==> src/rtl/pipe_stage_hs.sv <==
// Valid/ready pipeline stage register with an optional 2-entry skid buffer,
// flush-to-bubble support and a saturating stall-cycle counter.
module pipe_stage_hs #(
    parameter int                DATA_W  = 32,
    parameter logic [DATA_W-1:0] NOP_VAL = '0,
    parameter int                SKID    = 1,
    parameter int                CNT_W   = 16
) (
    input  logic              clk,
    input  logic              rst_n,
    input  logic              flush,
    input  logic              in_valid,
    output logic              in_ready,
    input  logic [DATA_W-1:0] in_data,
    output logic              out_valid,
    input  logic              out_ready,
    output logic [DATA_W-1:0] out_data,
    output logic [1:0]        occupancy,
    output logic [CNT_W-1:0]  stall_cnt
);

    localparam logic [1:0] OCC_EMPTY = 2'd0;
    localparam logic [1:0] OCC_ONE   = 2'd1;
    localparam logic [1:0] OCC_TWO   = 2'd2;

    logic [1:0]        r_occ;
    logic [1:0]        w_occ_nxt;
    logic              r_in_ready;
    logic [DATA_W-1:0] r_main;
    logic [DATA_W-1:0] r_skid;
    logic [CNT_W-1:0]  r_stall;
    logic              w_out_valid;
    logic              w_push;
    logic              w_pop;

    function automatic logic [CNT_W-1:0] sat_inc(input logic [CNT_W-1:0] v);
        return (v == {CNT_W{1'b1}}) ? v : v + CNT_W'(1);
    endfunction

    assign w_out_valid = (r_occ != OCC_EMPTY);
    assign in_ready    = (SKID != 0) ? r_in_ready : (!w_out_valid || out_ready);
    assign w_push      = in_valid && in_ready && !flush;
    assign w_pop       = w_out_valid && out_ready;

    always_comb begin
        w_occ_nxt = r_occ;
        if (flush) begin
            w_occ_nxt = OCC_EMPTY;
        end else if (SKID != 0) begin
            case (r_occ)
                OCC_EMPTY: if (w_push) w_occ_nxt = OCC_ONE;
                OCC_ONE: begin
                    if (w_push && !w_pop)      w_occ_nxt = OCC_TWO;
                    else if (!w_push && w_pop) w_occ_nxt = OCC_EMPTY;
                end
                default:   if (w_pop) w_occ_nxt = OCC_ONE;
            endcase
        end else begin
            if (w_push)     w_occ_nxt = OCC_ONE;
            else if (w_pop) w_occ_nxt = OCC_EMPTY;
        end
    end

    // control state: occupancy, registered ready, stall counter
    always_ff @(posedge clk or negedge rst_n) begin
        if (!rst_n) begin
            r_occ      <= OCC_EMPTY;
            r_in_ready <= 1'b1;
            r_stall    <= '0;
        end else begin
            r_occ      <= w_occ_nxt;
            r_in_ready <= (w_occ_nxt != OCC_TWO);
            if (w_out_valid && !out_ready)
                r_stall <= sat_inc(r_stall);
        end
    end

    // payload storage; validity is carried entirely by r_occ
    always_ff @(posedge clk) begin
        if (r_occ == OCC_TWO && w_pop)
            r_main <= r_skid;
        else if (w_push && (r_occ == OCC_EMPTY || w_pop))
            r_main <= in_data;
        if (w_push && r_occ == OCC_ONE && !w_pop)
            r_skid <= in_data;
    end

    assign out_valid = w_out_valid;
    assign out_data  = w_out_valid ? r_main : NOP_VAL;
    assign occupancy = r_occ;
    assign stall_cnt = r_stall;

endmodule

==> config.mk <==
export PLATFORM = sky130hd
export DESIGN_NAME = pipe_stage_hs
export DESIGN_NICKNAME = d
export VERILOG_FILES = /design/src/rtl/pipe_stage_hs.sv
export SDC_FILE = /design/constraint.sdc
export NUM_CORES = 1
export LEC_CHECK = 0
export CAP_MARGIN = 20
export CORE_AREA = 2 2 104 76
export CTS_BUF_LIST = sky130_fd_sc_hd__clkbuf_2 sky130_fd_sc_hd__clkbuf_4 sky130_fd_sc_hd__clkbuf_8
export DETAILED_ROUTE_END_ITERATION = 10
export DIE_AREA = 0 0 106 78
export PLACE_DENSITY = 0.83
export SYNTH_ARGS = -nofsm -noshare
export SYNTH_HDL_FRONTEND = slang
export SYNTH_SLANG_ARGS = --single-unit
==> constraint.sdc <==
create_clock -name clk -period 5.1 [get_ports clk]
set_input_delay 0.51 -clock clk [delete_from_list [all_inputs] [get_ports clk]]
set_output_delay 0.51 -clock clk [all_outputs]
set_load 0.02 [all_outputs]
==> impl_metrics.env, run 1 <==
export IMPL_leakage_nw=1.67
export IMPL_drive_gt1_share_pct=18.4
export IMPL_numCtsBuffers=9
export IMPL_ant_nets=0
export IMPL_grt_max_degree=33
export IMPL_overflow=0
export IMPL_initial_utilization_pct=48.7
export IMPL_chipWidth_um=106
export IMPL_synth_area_per_cell_um2=15.3
export IMPL_reg2reg_to="r_main[5]$_DFFE_PP_"
export IMPL_cts_hold_buf=0
export IMPL_cp_end_kind="output pin"
export IMPL_routed_top_layer="met4"
export IMPL_run_status="finished clean"
export IMPL_fin_util_pct=65.3
export IMPL_fin_setup_tns_ps=0
export IMPL_min_path_type="flop to flop"
export IMPL_yosys_area_top_type="edfxtp_1"
export IMPL_vias=2139
export IMPL_pwr_share_seq_pct=53.4
export IMPL_fmax_mhz=340
export IMPL_synthToLayoutAreaGrowth_pct=34.1
export IMPL_drt_iter0_markers=72
export IMPL_yosysSeqAreaShare_pct=68.5
export IMPL_ir_drop_v=0.000205
export IMPL_setup_viol=0
export IMPL_clock_skew_ps=6.58
export IMPL_fin_total_pwr_mw=1.51
export IMPL_cts_tree="done"
export IMPL_min_period_ps=2940
export IMPL_fin_nets=359
export IMPL_dp_cells=408
export IMPL_p_clk_share_pct=29.8
export IMPL_reg2reg_depth=3
export IMPL_wire_per_inst_um=16.6
export IMPL_synth_edf_count=64
export IMPL_p_sw_share_pct=25.2
export IMPL_gp_congestion=0.822
export IMPL_synth_seq_cells=83
export IMPL_netlist_area_um2=3500
export IMPL_wl_met3_um=439
export IMPL_rsz0062_at_grt="false"
export IMPL_core_area_um2=7190
export IMPL_tightestPinTransition_ps=950
export IMPL_post_cts_repair_setup_buffers=0
export IMPL_wirelength_um=7020
export IMPL_grt_total_usage_pct=18.2
export IMPL_cts_sinks=83
export IMPL_min_path_cells=1
export IMPL_hold_end="stall_cnt[15]$_DFFE_PN0P_"
export IMPL_grt_pass1_wl_um=11300
export IMPL_synth_nets=267
export IMPL_critical_path_class="flop to output pin"
export IMPL_met2_wirelength_um=3270
export IMPL_clkTransAtPathRegs_ps=80
export IMPL_crit_fanout=20
export IMPL_met1_length_um=3270
export IMPL_netlist_instances=229
export IMPL_startpoint_type="flop"
export IMPL_cts_resized=0
export IMPL_die_area_um2=8270
export IMPL_timing_final_ws_setup_ps=2160
export IMPL_rows=26
export IMPL_synth_area_top_cells="edfxtp_1 55%, dfrtp_1 13%, mux2_2 10%"
export IMPL_io_buffer_count=88
export IMPL_worstPathArrival_ps=2430
export IMPL_synthDistinctLibCells=35
export IMPL_switchingPower_uw=381
export IMPL_clock_latency_ps=340
export IMPL_synth_top_cell_area_share_pct=54.9
export IMPL_slew_viol_final=0
export IMPL_internal_power_mw=1.13
export IMPL_ff2ff_setup_slack_ps=2900
export IMPL_finalCritPeriodShare_pct=57.7
export IMPL_final_cells=424
export IMPL_post_route_drc_count=0
export IMPL_antenna_found_initial=0
export IMPL_crit_required_ps=4590
export IMPL_cap_violations=0
export IMPL_drt_vias_per_instance=5.04
export IMPL_dpl_hpwl_um=4860
export IMPL_cellPowerDensity_nw_per_um2=322
export IMPL_dr_pass1_iters=4
export IMPL_preCtsSetupSlack_ps=2230
export IMPL_grt_pass1_vias=2214
export IMPL_combPwrFrac_pct=16.8
export IMPL_die_h_um=78
export IMPL_num_antenna_cells=0
export IMPL_hp_start="stall_cnt[15]$_DFFE_PN0P_"
export IMPL_root_buffer="clkbuf_8"
export IMPL_yosysWarnings=0
export IMPL_hold_violations=0
export IMPL_relSlewSlack_pct=36.6
export IMPL_startpoint="occupancy[1]$_DFF_PN0_"
export IMPL_cts_max_path_buffers=2
export IMPL_synth_ff_type="edfxtp_1"
export IMPL_cts_htree_levels=3
export IMPL_io_pins=89
export IMPL_rr_startpoint="occupancy[0]$_DFF_PN0_"
export IMPL_async_flop_share_pct=22.9
## power by group through the flow
stage	clock network [mW]	logic [mW]	registers, mW
2_1_floorplan	0	0.103	0.839
3_3_place_gp	0	0.251	0.819
4_1_cts	0.466	0.258	0.807
5_1_grt	0.495	0.274	0.813
6_report	0.451	0.254	0.807
3_5_place_dp	0	0.256	0.822
## worst max-delay path, cell delays in order (launching register included)
cell	delay, ps
dfrtp_1	520
nor2_2	550
buf_4	360
nor2b_1	110
clkdlybuf4s50_1	550
## placed cells by master (no fill, tap or decap), types with 2 or more instances in the layout
master and instances:
and3_1 4, nor2_1 6, edfxtp_1 64, nor2b_1 32, clkdlybuf4s50_1 88, nand4b_1 2
dfrtp_1 18, mux2_2 32, nand2_1 7, buf_4 3, xnor2_1 8, inv_1 2
xor2_1 6, nand4_1 2, nand3_1 8, a21oi_1 3, clkbuf_8 9, nor3_1 6
clkinv_1 2, a31oi_1 2
## synthesized netlist by cell type (2+ instances only)
master,number
nand4b_1,2
a21oi_1,3
dfrtp_1,18
edfxtp_1,64
nor2b_1,32
clkbuf_1,6
nor2_1,7
a31oi_1,2
and3_1,4
xnor2_1,8
inv_1,2
nand2_1,7
nor3_1,6
nand4_1,2
xor2_1,6
mux2_2,32
buf_6,3
nand3_1,8
## metal layers
layer / vias up / GRT usage [%]
met4: 0 / 5.92
met2: 71 / 27.9
met3: 6 / 5.97
met1: 1034 / 24.8
met5: - / 0
li1: 1028 / -
## cell families after synthesis
kind of cell | Yosys count | synth area share, %
buffers and inverters | 12 | 1.93
adder cells (fa/ha/maj) | 1 | 0.357
AND/OR/NAND/NOR | 76 | 13.0
multiplexers | 33 | 10.7
XOR/XNOR | 14 | 3.50
flip-flops | 83 | 68.5
AO/OA/AOI/OAI | 10 | 2.00
## stage by stage
stage               hold slack, ps  instance area [um2]
global placement               490                 4500
floorplan                      214                 3500
finish                         513                 4690
global route                   544                 4690
detailed placement             505                 4500
CTS                            515                 4690
## cell type report
cell class                 count  area [um2]
inverter                       2        7.51
fill                         551        2490
timing repair buffer          91         903
sequential                    83        2400
clock buffer                   9         124
tap                           98         123
clock inverter                 7        67.6
multi-input combinational    134        1070
## state kept, by name, indices dropped and copies added (netlist names)
signal / cells
stall_cnt: 16
occupancy: 2
r_skid: 32
r_main: 32
in_ready: 1
## worst max path at each step
stage                           end  depth (start not counted)  slack (ps)
2_1_floorplan   r_skid[0]$_DFFE_PP_                          3         590
3_3_place_gp   r_main[23]$_DFFE_PP_                          4        2350
3_5_place_dp   r_main[27]$_DFFE_PP_                          4        2230
4_1_cts                 out_data[5]                          4        2130
5_1_grt                 out_data[5]                          4        1910
6_report                out_data[5]                          4        2160
No activity file was read; power rests on OpenSTA's default activity.
==> inputs of run 2 (changes only) <==
- clock period: 5.1 -> 2.8 ns (I/O delays scaled with it)
==> run 2 against run 1 <==
Compared with the run above:
- global-route usage shrank 0.80 points
- core utilization grew 0.50 points
- clock power grew 110%
- combinational power grew 83%
- worst hold slack lost 95 ps
- non-clock buffer count grew 1
==> impl_metrics.env, run 2 (synthesis results as in run 1) <==
export IMPL_crit_fanout=33
export IMPL_io_pins=89
export IMPL_fin_util_pct=65.8
export IMPL_cts_sinks=83
export IMPL_post_cts_repair_setup_buffers=0
export IMPL_grt_pass1_vias=2213
export IMPL_clkTransAtPathRegs_ps=80
export IMPL_grt_total_usage_pct=17.4
export IMPL_chipWidth_um=106
export IMPL_relSlewSlack_pct=43.6
export IMPL_drt_iter0_markers=103
export IMPL_startpoint_type="flop"
export IMPL_root_buffer="clkbuf_8"
export IMPL_leakage_nw=1.68
export IMPL_final_common_cell="clkdlybuf4s50_1"
export IMPL_synthToLayoutAreaGrowth_pct=35.1
export IMPL_cp_end_kind="output pin"
export IMPL_dr_pass1_iters=4
export IMPL_crit_family="buffers and inverters"
export IMPL_initial_utilization_pct=48.7
export IMPL_clock_latency_ps=340
export IMPL_cts_tree="done"
export IMPL_multi_input_area_um2=1070
export IMPL_critPathBufInv=2
export IMPL_num_antenna_cells=0
export IMPL_grt_pass1_wl_um=11000
export IMPL_rows=26
export IMPL_hold_violations=0
export IMPL_slowest_delay_ps=640
export IMPL_post_route_drc_count=0
export IMPL_setup_viol=0
export IMPL_io_buffer_count=88
export IMPL_cts_hold_buf=0
export IMPL_cts_max_path_buffers=2
export IMPL_min_period_ps=2380
export IMPL_cap_violations=0
export IMPL_drt_vias_per_instance=5.08
export IMPL_wire_per_inst_um=16.3
export IMPL_antenna_found_initial=0
export IMPL_core_area_um2=7190
export IMPL_fmax_mhz=420
export IMPL_fin_setup_tns_ps=0
export IMPL_rsz0062_at_grt="false"
export IMPL_cts_resized=0
export IMPL_cts_htree_levels=3
export IMPL_slew_viol_final=0
export IMPL_fin_nets=360
export IMPL_die_h_um=78
export IMPL_ant_nets=0
export IMPL_regArea_um2=2400
export IMPL_drive_gt1_share_pct=19.0
export IMPL_min_path_type="input pin to async pin"
export IMPL_die_area_um2=8270
export IMPL_crit_chain="nor2_2 > buf_4 > nor2b_1 > clkdlybuf4s50_1"
export IMPL_layout_common_cells="88 x clkdlybuf4s50_1, 64 x edfxtp_1, 32 x mux2_2, 32 x nor2b_1, 18 x dfrtp_1"
export IMPL_fin_total_pwr_mw=2.86
export IMPL_fill_cells=496
export IMPL_dpl_hpwl_um=4750
export IMPL_ir_drop_v=0.000367
export IMPL_clock_skew_ps=9.47
export IMPL_tightestPinTransition_ps=844
export IMPL_run_status="finished clean"
export IMPL_overflow=0
export IMPL_finalCritPeriodShare_pct=85.1
export IMPL_worstPathArrival_ps=2100
export IMPL_ff2ff_setup_slack_ps=770
export IMPL_vias=2158
export IMPL_wirelength_um=6930
export IMPL_numCtsBuffers=9
export IMPL_cpMaxStageDelayCell="clkdlybuf4s50_1"
export IMPL_critical_path_class="flop to output pin"
export IMPL_grt_max_degree=34
export IMPL_gp_congestion=0.829
export IMPL_crit_required_ps=2520
export IMPL_cellPowerDensity_nw_per_um2=605
[run 2: changes by cell type in the layout (fill, tap and decap cells not counted), sizes merged]
| cell | change |
|---|---|
| clkinv | -2 |
| clkbuf | +1 |
| buf | +1 |
| bufinv | +1 |
[run 2: power breakdown]
part	internal, mW	total (mW)	switching (mW)	leakage [nW]
sequential	1.41	1.47	0.0570	0.844
combinational	0.241	0.464	0.223	0.732
clock	0.514	0.931	0.417	0.108
total	2.17	2.86	0.698	1.68
[run 2: worst paths after layout]
path,start,to,cells after the start
worst max-delay path,occupancy[1]$_DFF_PN0_,out_data[2],4
max in group asynchronous,rst_n,stall_cnt[14]$_DFFE_PN0P_,1
worst max register to register,in_ready$_DFF_PN1_,r_skid[23]$_DFFE_PP_,4
min in group clk,stall_cnt[15]$_DFFE_PN0P_,stall_cnt[15]$_DFFE_PN0P_,1
worst min register to register,stall_cnt[15]$_DFFE_PN0P_,stall_cnt[15]$_DFFE_PN0P_,1
worst min-delay path,rst_n,stall_cnt[0]$_DFFE_PN0P_,1
[run 2: routing by layer]
| layer | routed length (um) | share of wire, % | track usage (%) | vias to the layer above |
|---|---|---|---|---|
| li1 | - | - | - | 1024 |
| met1 | 3240 | 47 | 24.3 | 1057 |
| met2 | 3230 | 47 | 26.5 | 73 |
| met3 | 422 | 6.1 | 6.47 | 4 |
| met4 | 38 | 0.55 | 3.55 | 0 |
| met5 | 0 | 0 | 0 | - |
[run 2: through the flow]
| stage | hold WS [ps] | worst slack (ps) | cells | cell area [um2] |
|---|---|---|---|---|
| final | 418 | 416 | 425 | 4730 |
| after global routing | 474 | 247 | 425 | 4730 |
| after CTS | 435 | 395 | 425 | 4730 |
| after detailed placement | 501 | 562 | 409 | 4510 |
| after global placement | 486 | 577 | 409 | 4510 |
| after floorplan | -15.6 | 315 | 229 | 3520 |
[run 2: layout make-up]
| cell class | count | share of cell area [%] |
|---|---|---|
| Clock buffer | 10 | 2.78 |
| Sequential cell | 83 | 50.7 |
| Inverter | 2 | 0.159 |
| Multi-Input combinational cell | 134 | 22.6 |
| Clock inverter | 6 | 1.88 |
| Timing Repair Buffer | 92 | 19.3 |
| Tap cell | 98 | 2.59 |
